<file path="config.mk">
export PLATFORM = sky130hd
export DESIGN_NAME = seq_mult_ctrl
export DESIGN_NICKNAME = d
export VERILOG_FILES = /design/src/rtl/seq_mult_pkg.sv /design/src/rtl/seq_mult_ctrl.sv
export SDC_FILE = /design/constraint.sdc
export NUM_CORES = 1
export LEC_CHECK = 0
export CAP_MARGIN = 20
export CORE_AREA = 2 2 39 41
export DETAILED_ROUTE_END_ITERATION = 7
export DIE_AREA = 0 0 41 43
export GPL_ROUTABILITY_DRIVEN = 0
export HOLD_SLACK_MARGIN = 0.05
export SYNTH_ARGS = -nofsm -noshare
export SYNTH_HDL_FRONTEND = slang
export SYNTH_SLANG_ARGS = --single-unit
</file>
<file path="constraint.sdc">
create_clock -name clk -period 1.23 [get_ports clk]
set_input_delay 0.1845 -clock clk [delete_from_list [all_inputs] [get_ports clk]]
set_output_delay 0.1845 -clock clk [all_outputs]
set_load 0.01 [all_outputs]
</file>
<file path="src/rtl/seq_mult_pkg.sv">
// Shared encodings for the 8x8 sequential multiplier: FSM states, operand
// nibble selects, shifter selects and the pass count.
package seq_mult_pkg;

    typedef enum logic [2:0] {
        IDLE      = 3'b000,
        LSB       = 3'b001,
        MID       = 3'b010,
        MSB       = 3'b011,
        CALC_DONE = 3'b100,
        ERR       = 3'b101
    } state_t;

    localparam logic [1:0] SEL_LL = 2'b00;
    localparam logic [1:0] SEL_LH = 2'b01;
    localparam logic [1:0] SEL_HL = 2'b10;
    localparam logic [1:0] SEL_HH = 2'b11;

    localparam logic [1:0] SH_0 = 2'b00;
    localparam logic [1:0] SH_4 = 2'b01;
    localparam logic [1:0] SH_8 = 2'b10;

    localparam int NUM_PASSES = 4;

endpackage

</file>
<file path="src/rtl/seq_mult_ctrl.sv">
// Control FSM for the 8x8 sequential multiplier: sequences four 4x4 partial
// products into the 16-bit product register and owns the 2-bit pass counter.
module seq_mult_ctrl
    import seq_mult_pkg::*;
(
    input  logic       clk,
    input  logic       reset_n,
    input  logic       start,
    output logic [1:0] input_sel,
    output logic [1:0] shift_sel,
    output logic       clk_ena,
    output logic       sclr_n,
    output logic       done,
    output logic [2:0] state_out,
    output logic [1:0] count
);

    // MID is entered at count 1 and hands over to MSB once the count reaches this value.
    localparam logic [1:0] LAST_MID_COUNT = 2'(NUM_PASSES - 2);

    state_t     state_reg;
    state_t     state_next;
    logic [1:0] count_reg;
    logic [1:0] count_next;

    always_ff @(posedge clk or negedge reset_n) begin
        if (!reset_n) begin
            state_reg <= IDLE;
            count_reg <= 2'd0;
        end else begin
            state_reg <= state_next;
            count_reg <= count_next;
        end
    end

    // Any start seen while accumulating suppresses that pass and parks in ERR.
    always_comb begin
        state_next = state_reg;
        count_next = count_reg;
        input_sel  = SEL_LL;
        shift_sel  = SH_0;
        clk_ena    = 1'b0;
        sclr_n     = 1'b1;
        done       = 1'b0;
        case (state_reg)
            IDLE: begin
                if (start) begin
                    state_next = LSB;
                    count_next = 2'd0;
                    clk_ena    = 1'b1;
                    sclr_n     = 1'b0;
                end
            end
            LSB: begin
                count_next = count_reg + 2'd1;
                if (start) begin
                    state_next = ERR;
                end else begin
                    state_next = MID;
                    clk_ena    = 1'b1;
                end
            end
            MID: begin
                count_next = count_reg + 2'd1;
                input_sel  = (count_reg == 2'd1) ? SEL_LH : SEL_HL;
                shift_sel  = SH_4;
                if (start) begin
                    state_next = ERR;
                end else begin
                    clk_ena    = 1'b1;
                    state_next = (count_reg == LAST_MID_COUNT) ? MSB : MID;
                end
            end
            MSB: begin
                count_next = count_reg + 2'd1;
                input_sel  = SEL_HH;
                shift_sel  = SH_8;
                if (start) begin
                    state_next = ERR;
                end else begin
                    state_next = CALC_DONE;
                    clk_ena    = 1'b1;
                end
            end
            CALC_DONE: begin
                done       = 1'b1;
                state_next = start ? ERR : IDLE;
            end
            ERR: begin
                if (start) begin
                    state_next = LSB;
                    count_next = 2'd0;
                    clk_ena    = 1'b1;
                    sclr_n     = 1'b0;
                end
            end
            default: begin
                state_next = IDLE;
            end
        endcase
    end

    assign state_out = state_reg;
    assign count     = count_reg;

endmodule

</file>
==> flow_metrics.py <==
metrics = {
    "outcome": {
        "outcome": "complete, but fails checks",
        "violations": "negative setup slack",
    },
    "sta": {
        "maxSlewViolCount": 0,
        "timing.final.hold_violations": 0,
        "grt_setup_unrepaired": "yes",
        "totalNegativeSetupSlack_ns": -0.822,
        "finalWorstPathRequiredPeriod_ns": 1.46,
        "setup_slack_ns": -0.234,
        "clock_skew_ns": 0.000732,
        "clock.fmax_mhz": 683,
        "layout_worst_path_cycle_share_pct": 119,
        "tightestPinTransition_ns": 0.224,
        "timing.final.setup_violations": 9,
        "timing.slew.headroom_pct": 85.0,
    },
    "layout": {
        "layout-area-overhead-vs-synth_pct": 117,
        "num_antenna_cells": 0,
        "layout-drive-gt1-share_pct": 68.8,
        "final_area_sq_um": 866,
        "finish.net_count": 86,
        "largest_register_ffs": 3,
    },
    "clock_network": {
        "numClockSinks": 5,
        "cts_htree_levels": 1,
        "cts_tree": "yes",
        "clkTransAtPathRegs_ns": 0.04,
        "ctsHoldBuffers": 0,
        "cts-buffers-inserted": 3,
        "clock-root-buffer": "sky130_fd_sc_hd__clkbuf_4",
        "insertion_delay_ns": 0.23,
        "clockBufferDepth": 2,
    },
    "critical_path": {
        "rrSetupSlack_ns": -0.02,
        "setup.worst_path.start_class": "flip-flop",
        "slowest_delay_ns": 0.42,
        "worstPathArrival_ns": 1.28,
        "worst-path-max-fanout": 3,
        "path_cells": "buf_6, mux2i_4, o2bb2ai_2, buf_2",
        "crit_type": "flip-flop to output pin",
        "critical_path_buf_inv_count": 2,
        "crit_path_end_kind": "output pin",
        "worst-endpoint-required_ns": 1.05,
        "critical_path.top_delay_family": "flip-flops",
        "timing.critical_path.slowest_stage_cell": "sky130_fd_sc_hd__dfrtp_1",
    },
    "logic_synthesis": {
        "postSynth.topFlopCell": "sky130_fd_sc_hd__dfrtp_1",
        "synth_area_sq_um": 399,
        "synthArstFlopShare_pct": 100,
        "synthesized_netlist_net_count": 50,
        "synth_area_leader_cell": "sky130_fd_sc_hd__dfrtp_1",
        "ys_types": 24,
        "synth_top_area_share_pct": 31.3,
        "synth_sequential_area_ratio_pct": 31.3,
        "synth_area_per_inst_sq_um": 8.87,
        "synthCells": 45,
        "synth_warnings": 0,
        "synthTopCellsByArea": "sky130_fd_sc_hd__dfrtp_1 (31%), sky130_fd_sc_hd__ha_1 (6.3%), sky130_fd_sc_hd__buf_6 (5.6%)",
        "synth-edff-count": 0,
        "ff_latch_count_synth": 5,
        "synth.cells.most_frequent": "sky130_fd_sc_hd__dfrtp_1 (5), sky130_fd_sc_hd__nor2_1 (5), sky130_fd_sc_hd__a21oi_1 (4)",
    },
    "power_and_ir_drop": {
        "leakagePower_nw": 0.396,
        "switchingPower_w": 0.00100,
        "seqPwrFrac_pct": 12.9,
        "power.share.switching_pct": 40.2,
        "worst_ir_drop_vdd_v": 0.00141,
        "pwr-share-clk_pct": 7.3,
        "power.internal_w": 0.00149,
        "comb_power_share_pct": 79.8,
        "power.density_cell_area_nw_per_um2": 2880,
    },
    "floorplanning": {
        "design.die.area_sq_um": 1760,
        "core_footprint_sq_um": 1380,
        "die_y_um": 43,
        "floorplan.rows": 14,
        "fp.dieW_um": 41,
        "top_level_ports": 15,
        "start_util_pct": 28.8,
    },
    "drt": {
        "drtPass1Iterations": 3,
        "wirelength_mm": 1.33,
        "ant_nets": 0,
        "vias_per_cell": 4.73,
        "drcViolationCount": 0,
        "drt_first_iter_violations": 2,
        "wire_per_inst_um": 13.9,
        "via_count": 454,
    },
    "global_routing": {
        "antenna_found_initial": 0,
        "grt_util_all_layers_pct": 14.5,
        "maximum_number_of_pins_on_one_net_before_global_route_repair": 11,
        "gr_util_met3_pct": 5.24,
        "grt_pass1_vias": 429,
        "gr-usage-met2_pct": 20.9,
        "most_heavily_used_metal_layer_in_global_routing": "met2",
        "globalRouteOverflowTotal": 0,
        "globalRouteMet1Util_pct": 17.4,
        "first_pass_grt_wire_length_mm": 1.71,
    },
    "run": {
        "max_cap_violations": 0,
    },
    "placed_design": {
        "buffer_ports.inserted": 14,
        "postPlaceCellArea_sq_um": 624,
        "hpwlAfterDp_um": 710,
    },
    "hold_path": {
        "worstHoldPathType": "input port to async pin",
    },
}
metrics by stage:
step | hold WS, ns | util (%) | power, W | std cells | worst slack [ns]
after global placement | 0.415 | 45.1 | 0.00156 | 84 | -0.592
after detailed placement | 0.419 | 45.1 | 0.00157 | 84 | -0.628
after floorplan | -0.111 | - | 0.000991 | 45 | 0.0111
after CTS | 0.162 | 49.7 | 0.00184 | 92 | -0.200
final | 0.163 | 62.6 | 0.00249 | 96 | -0.234
after global routing | 0.174 | 62.6 | 0.00267 | 96 | -0.302
power groups by stage:
| stage | clock, W | combinational [W] | sequential (W) |
|---|---|---|---|
| 2_1_floorplan | 0 | 0.000651 | 0.000340 |
| 3_3_place_gp | 0 | 0.00124 | 0.000324 |
| 3_5_place_dp | 0 | 0.00125 | 0.000323 |
| 4_1_cts | 0.000193 | 0.00134 | 0.000310 |
| 5_1_grt | 0.000203 | 0.00214 | 0.000329 |
| 6_report | 0.000181 | 0.00199 | 0.000323 |
worst paths after layout:
path | start | to | cells after the start
worst max-delay path | state_out[2]$_DFFE_PN0P_ | clk_ena | 4
worst min-delay path | reset_n | state_out[2]$_DFFE_PN0P_ | 1
worst max register to register | state_out[0]$_DFFE_PN0P_ | state_out[2]$_DFFE_PN0P_ | 6
worst min register to register | count[0]$_DFFE_PN0P_ | count[0]$_DFFE_PN0P_ | 2
max in group asynchronous | reset_n | state_out[0]$_DFFE_PN0P_ | 1
min in group clk | start | state_out[1]$_DFFE_PN0P_ | 3
timing repair:
action	CTS	global route
buffers inserted	5	5
gates resized for setup	42	43
pin swaps	3	7
endpoints found under the hold margin	0	0
endpoints found under the setup margin	12	13
cells by family (layout without fill, tap and decap cells):
kind of cell / count (synthesis) / in the layout / synth area share [%]
AND/OR/NAND/NOR: 14 / 14 / 19.1
AO/OA/AOI/OAI: 13 / 13 / 23.5
buffers and inverters: 8 / 43 / 12.9
flip-flops: 5 / 5 / 31.3
adder cells (fa/ha/maj): 2 / 2 / 6.27
XOR/XNOR: 2 / 2 / 4.39
multiplexers: 1 / 1 / 2.51
cells in the final DEF (no fill, tap or decap), types with 2 or more instances in the layout:
cell / instances
sky130_fd_sc_hd__dfrtp_1: 4
sky130_fd_sc_hd__nor2_4: 2
sky130_fd_sc_hd__nand2b_4: 3
sky130_fd_sc_hd__a21oi_1: 2
sky130_fd_sc_hd__nor2_1: 2
sky130_fd_sc_hd__buf_4: 9
sky130_fd_sc_hd__clkbuf_4: 3
sky130_fd_sc_hd__inv_1: 2
sky130_fd_sc_hd__a21oi_2: 2
sky130_fd_sc_hd__buf_6: 17
sky130_fd_sc_hd__buf_2: 5
sky130_fd_sc_hd__clkdlybuf4s15_1: 2
area by class of cell:
cell class | instances | area, sq um
inverter | 3 | 11.3
fill | 113 | 518
multi-input combinational | 32 | 354
sequential | 5 | 126
tap | 16 | 20.0
clock buffer | 4 | 26.3
timing repair buffer | 36 | 328
layer usage:
metal / share of wire, % / wire length (um) / vias up
met5: 0 / 0 / -
met4: 0 / 0 / 0
met3: 2.0 / 26 / 0
met2: 60 / 797 / 9
met1: 38 / 507 / 220
li1: - / - / 225
No activity file was read; power rests on OpenSTA's default activity.
==> edit 1, RTL diff (same settings) <==
Register the output `shift_sel`, cleared by the reset; this adds one clock of latency there. The other outputs are not delayed to match.
--- a/src/rtl/seq_mult_ctrl.sv
+++ b/src/rtl/seq_mult_ctrl.sv
@@ -18,4 +18,6 @@
     // MID is entered at count 1 and hands over to MSB once the count reaches this value.
     localparam logic [1:0] LAST_MID_COUNT = 2'(NUM_PASSES - 2);
+
+    logic [1:0] shift_sel_d;
 
     state_t     state_reg;
@@ -39,5 +41,5 @@
         count_next = count_reg;
         input_sel  = SEL_LL;
-        shift_sel  = SH_0;
+        shift_sel_d = SH_0;
         clk_ena    = 1'b0;
         sclr_n     = 1'b1;
@@ -64,5 +66,5 @@
                 count_next = count_reg + 2'd1;
                 input_sel  = (count_reg == 2'd1) ? SEL_LH : SEL_HL;
-                shift_sel  = SH_4;
+                shift_sel_d = SH_4;
                 if (start) begin
                     state_next = ERR;
@@ -75,5 +77,5 @@
                 count_next = count_reg + 2'd1;
                 input_sel  = SEL_HH;
-                shift_sel  = SH_8;
+                shift_sel_d = SH_8;
                 if (start) begin
                     state_next = ERR;
@@ -104,4 +106,12 @@
     assign count     = count_reg;
 
+    always_ff @(posedge clk or negedge reset_n) begin
+        if (!reset_n) begin
+            shift_sel <= '0;
+        end else begin
+            shift_sel <= shift_sel_d;
+        end
+    end
+
 endmodule
 
Formal check against the unedited RTL: not equivalent (Yosys sat finds a counterexample within 4 cycles, from zero or initial values and one cycle with reset_n low).
==> edit 1 against the original RTL <==
The flow still finishes with violations (setup timing); die area did not move; routed wire length fell by 17%; total power fell by 7.6%; sequential cell count rose by 2; setup slack improved by 48 ps; area after synthesis rose by 8.5%; cell area fell by 7.2%; hold slack improved by 24 ps; sequential share of layout area rose by 7.5 points; critical endpoint is now sclr_n; highest routed layer unchanged.
==> edit 1: results (changes against the original RTL) <==
status: "finished, violations left"
violations: "setup timing"
grt_pass1_wl_um: 1897  # +11%
finalClockSkew_ps: 4.968  # +4.236 ps
arrival_ps: 1230  # -50 ps
synth_edf_count: 0  # unchanged
num_antenna_cells: 0  # unchanged
use_met3: 0.06283  # +0.01047
layout.nets: 87  # +1.2%
antenna_found_initial: 0  # unchanged
io_buffers: 14  # unchanged
slowest_stage: "dfrtp_1"
largest_reg_flops: 3  # unchanged
grt_pass1_vias: 455  # +6.1%
cts_max_path_buffers: 2  # unchanged
setup_viol: 6  # -3
yosysWarningCount: 0  # unchanged
synth-async-reset-ratio: 1.000  # unchanged
drtIter0Drc: 2  # unchanged
dp_slack_ps: -511.7  # +116.3 ps
gr-usage-met1: 0.1980  # +0.02425
cts-root-buf: "clkbuf_4"
via_per_inst: 4.691  # -0.81%
routed_wl_um: 1101  # -17%
fillCellCount: 137  # +21%
numCtsBuffers: 3  # unchanged
clk_pin_slew_ps: 50
drive_gt1_frac: 0.5926  # -0.09491
htree_levels: 1  # unchanged
grt_util_met2: 0.2406  # +0.03125
clk_latency_ps: 250  # +20 ps
overflow: 0  # unchanged
grt_usage: 0.1569  # +0.01143
min_path_type: "primary input to async pin"
tightest_slew_ps: 307.8  # +84.10 ps
ys.flop_type: "dfrtp_1"
fin_ws_ps: -186.4  # +47.56 ps
ir_drop_mv: 1.407  # -0.28%
p_leak_nw: 0.4080  # +3.0%
setup-tns-final_ps: -770.1  # +51.39 ps
syn_nets: 52  # +4.0%
synth_cell_types: 24  # unchanged
yosysSeqAreaShare: 0.4046  # +0.09114
firstDrtPassIters: 4  # +1
cp_max_fo: 3  # unchanged
yosys-top-cells-area: "dfrtp_1 (40%), a21oi_1 (5.8%), ha_1 (5.8%), nor2_1 (4.3%), xnor2_1 (4.0%)"
grt_max_degree: 11  # unchanged
max_stage_delay_ps: 390  # -30 ps
place_hpwl_um: 715.5  # +0.85%
synth_common_cells: "dfrtp_1 (7), a21oi_1 (5), nor2_1 (5)"
==> edit 1: path summary, 6_finish.rpt <==
path | startpoint | end | slack [ps] | depth (start not counted)
max reg2reg | count[0] | count[1] | -110 | 6
min in group clk | state_out[2] | state_out[1] | 570 | 2
min reg2reg | state_out[2] | state_out[1] | 570 | 2
max | state_out[2] | sclr_n | -190 | 5
max in group asynchronous | reset_n | state_out[1] | 780 | 1
min | reset_n | shift_sel[1] | 190 | 1
==> edit 1: cells by family after synthesis <==
kind of cell	Yosys count	synth area share
AO/OA/AOI/OAI	14	0.2225
XOR/XNOR	2	0.04047
flip-flops	7	0.4046
AND/OR/NAND/NOR	14	0.1734
buffers and inverters	8	0.1012
adder cells (fa/ha/maj)	2	0.05779
==> edit 1: repair_timing <==
item	in CTS	in global routing
buffers inserted	7	0
endpoints found under the setup margin	14	12
endpoints found under the hold margin	0	0
resized for setup	57	8
pin swaps	2	3
==> edit 1: cell type report <==
type,instances,area (um2),share of cell area
Clock buffer,4,26.28,0.03271
Inverter,4,17.52,0.02181
Multi-Input combinational cell,32,269.0,0.3349
Sequential cell,7,177.7,0.2212
Tap cell,16,20.02,0.02492
Timing Repair Buffer,34,292.8,0.3645
==> edit 1: power by group <==
part | leakage (nW) | switching, mW | internal, mW
clock | 0.0150 | 0.0825 | 0.124
sequential | 0.0859 | 0.106 | 0.330
combinational | 0.307 | 0.706 | 0.955
==> edit 1: critical path, delay by kind of cell (launching register included) <==
| family | cells | cell delay, ps |
|---|---|---|
| flip-flops | 1 | 390 |
| buffers and inverters | 3 | 390 |
| XOR/XNOR | 1 | 110 |
| AND/OR/NAND/NOR | 1 | 90 |
==> edit 1: per-stage QoR <==
stage / cell area (um2) / utilization / instances
after CTS: 778.2 / 0.5624 / 97
after global placement: 669.4 / 0.4837 / 86
after global routing: 803.3 / 0.5805 / 97
after floorplan: 440.4 / - / 47
final: 803.3 / 0.5805 / 97
after detailed placement: 669.4 / 0.4837 / 86
==> edit 1: per-layer routing <==
layer	vias to the layer above	part of all wire
met5	-	0
met2	10	0.53
met3	0	0.034
met4	0	0
met1	216	0.43
li1	229	-
==> edit 2, RTL diff (config.mk and constraints unchanged) <==
Made on the original files. Make the reset (`reset_n`) synchronous in one clocked block.
--- a/src/rtl/seq_mult_ctrl.sv
+++ b/src/rtl/seq_mult_ctrl.sv
@@ -24,5 +24,5 @@
     logic [1:0] count_next;
 
-    always_ff @(posedge clk or negedge reset_n) begin
+    always_ff @(posedge clk) begin
         if (!reset_n) begin
             state_reg <= IDLE;
Check against the original RTL: differs if reset_n is asserted again (counterexample within 4 cycles, from zero or initial values and one cycle with reset_n low); with reset_n held inactive, the same outputs for 10 cycles.
==> edit 2 against the original RTL <==
The flow still finishes with violations (setup timing); routed wire length shrank 15%; cell area shrank 15%; critical path depth is the same; sequential cell count is the same; setup slack gained 130 ps; non-clock buffer count shrank 5; utilization shrank 9.3 points; sequential share of layout area grew 0.52 points; area after synthesis shrank 2.5%; critical endpoint unchanged; highest routed layer unchanged.
Power is left out: it rests on default switching activity, and per cell area and clock period it moved more than threefold.
==> edit 2: results (changes against the original RTL) <==
drtIter0Drc: 16  # +14
fin_ws_ps: -105.6  # +128.4 ps
cp-endpoint: "clk_ena"
end_kind: "output port"
tightest_slew_ps: 250.4  # +26.73 ps
numCtsBuffers: 3  # unchanged
yosysWarningCount: 0  # unchanged
synth_cell_types: 25  # +4.2%
io_buffers: 14  # unchanged
place_hpwl_um: 731.6  # +3.1%
largest_reg_flops: 3  # unchanged
yosys-top-cells-area: "dfxtp_1 (26%), a21oi_1 (6.4%), ha_1 (6.4%), nor2_1 (5.8%), o21ai_1 (5.1%)"
synth-async-reset-ratio: 0  # -1.000
antenna_left: 0  # unchanged
setup_viol: 7  # -2
via_per_inst: 4.818  # +1.9%
r2r_end: "count[0]"
syn_nets: 56  # +12%
grt_pass1_vias: 399  # -7.0%
min_path_type: "primary input to flop"
setup-tns-final_ps: -322.4  # +499.1 ps
violations: "setup timing"
grt_pass1_wl_um: 1600  # -6.5%
clk_pin_slew_ps: 40  # about the same
layout.nets: 89  # +3.5%
antenna_found_initial: 0  # unchanged
max_stage_delay_ps: 320  # -100 ps
rrSetupSlack_ps: 50  # +70 ps
synthCells: 51  # +13%
routed_wl_um: 1136  # -15%
status: "finished, violations left"
cts_max_path_buffers: 2  # unchanged
firstDrtPassIters: 4  # +1
dp_cells: 90  # +7.1%
clk_latency_ps: 250  # +20 ps
grt_max_degree: 9  # -2
yosysSeqAreaShare: 0.2572  # -0.05624
cp_max_fo: 3  # unchanged
finalClockSkew_ps: 2.505  # +1.773 ps
crit_family: "flip-flops"
path_class: "flop to output port"
htree_levels: 1  # unchanged
worstRegToRegCells: 6  # unchanged
synth_common_cells: "nor2_1 (6), a21oi_1 (5), dfxtp_1 (5)"
layoutNonFillerInstCount: 99  # +3.1%
fillCellCount: 151  # +34%
r2r-start: "state_out[1]"
drive_gt1_frac: 0.6265  # -0.06099
slowest_stage: "dfxtp_2"
grt_usage: 0.1307  # -0.01480
num_antenna_cells: 0  # unchanged
[edit 2: cells by family after synthesis]
family	Yosys count	synth area share
buf+inv	7	0.1061
flops	5	0.2572
xor+xnor	3	0.06754
compound gates	16	0.2669
simple gates	18	0.2380
fa+ha+maj	2	0.06430
[edit 2: cell type report]
class                      instances  share of cell area
multi-input combinational         39              0.4363
timing repair buffer              31              0.3294
sequential                         5              0.1511
clock buffer                       4             0.03565
tap                               16             0.02716
inverter                           4             0.02037
[edit 2: metal layers]
layer  global-route usage  part of all wire  vias to the layer above
met3              0.03141             0.090                        0
met1               0.1839              0.41                      220
met4              0.04000                 0                        0
met5                    0                 0                        -
li1                     -                 -                      237
met2               0.1906              0.50                       20
[edit 2: how the worst min path moves through the flow]
| stage | from | to | depth (start not counted) |
|---|---|---|---|
| 5_1_grt | start | state_out[2] | 4 |
| 3_5_place_dp | count[1] | count[1] | 3 |
| 3_3_place_gp | count[0] | count[0] | 3 |
| 2_1_floorplan | reset_n | state_out[2] | 2 |
| 6_report | start | state_out[2] | 4 |
| 4_1_cts | start | state_out[2] | 4 |
[edit 2: stage by stage]
stage	instance area [um2]	utilization	hold WS (ps)	setup slack, ps
after floorplan	389.1	-	326.7	114.0
after global routing	737.0	0.5326	588.7	-186.6
after global placement	613.1	0.4430	642.2	-564.9
after CTS	626.9	0.4530	522.9	-126.1
final	737.0	0.5326	549.8	-105.6
after detailed placement	613.1	0.4430	641.1	-599.0
[edit 2: what timing repair did]
action                                  4_1_cts  5_1_grt
pin swaps                                     3        5
hold endpoints to repair                      0        0
gates resized for setup                      47       23
endpoints found under the setup margin       13        8
gates cloned                                  0        0
setup buffers                                 1        4
[edit 2: worst min-delay path, cell delays in order]
cell and delay (ps):
dlygate4sd2_1 260, buf_6 140, o21ai_0 70, nor2_1 100
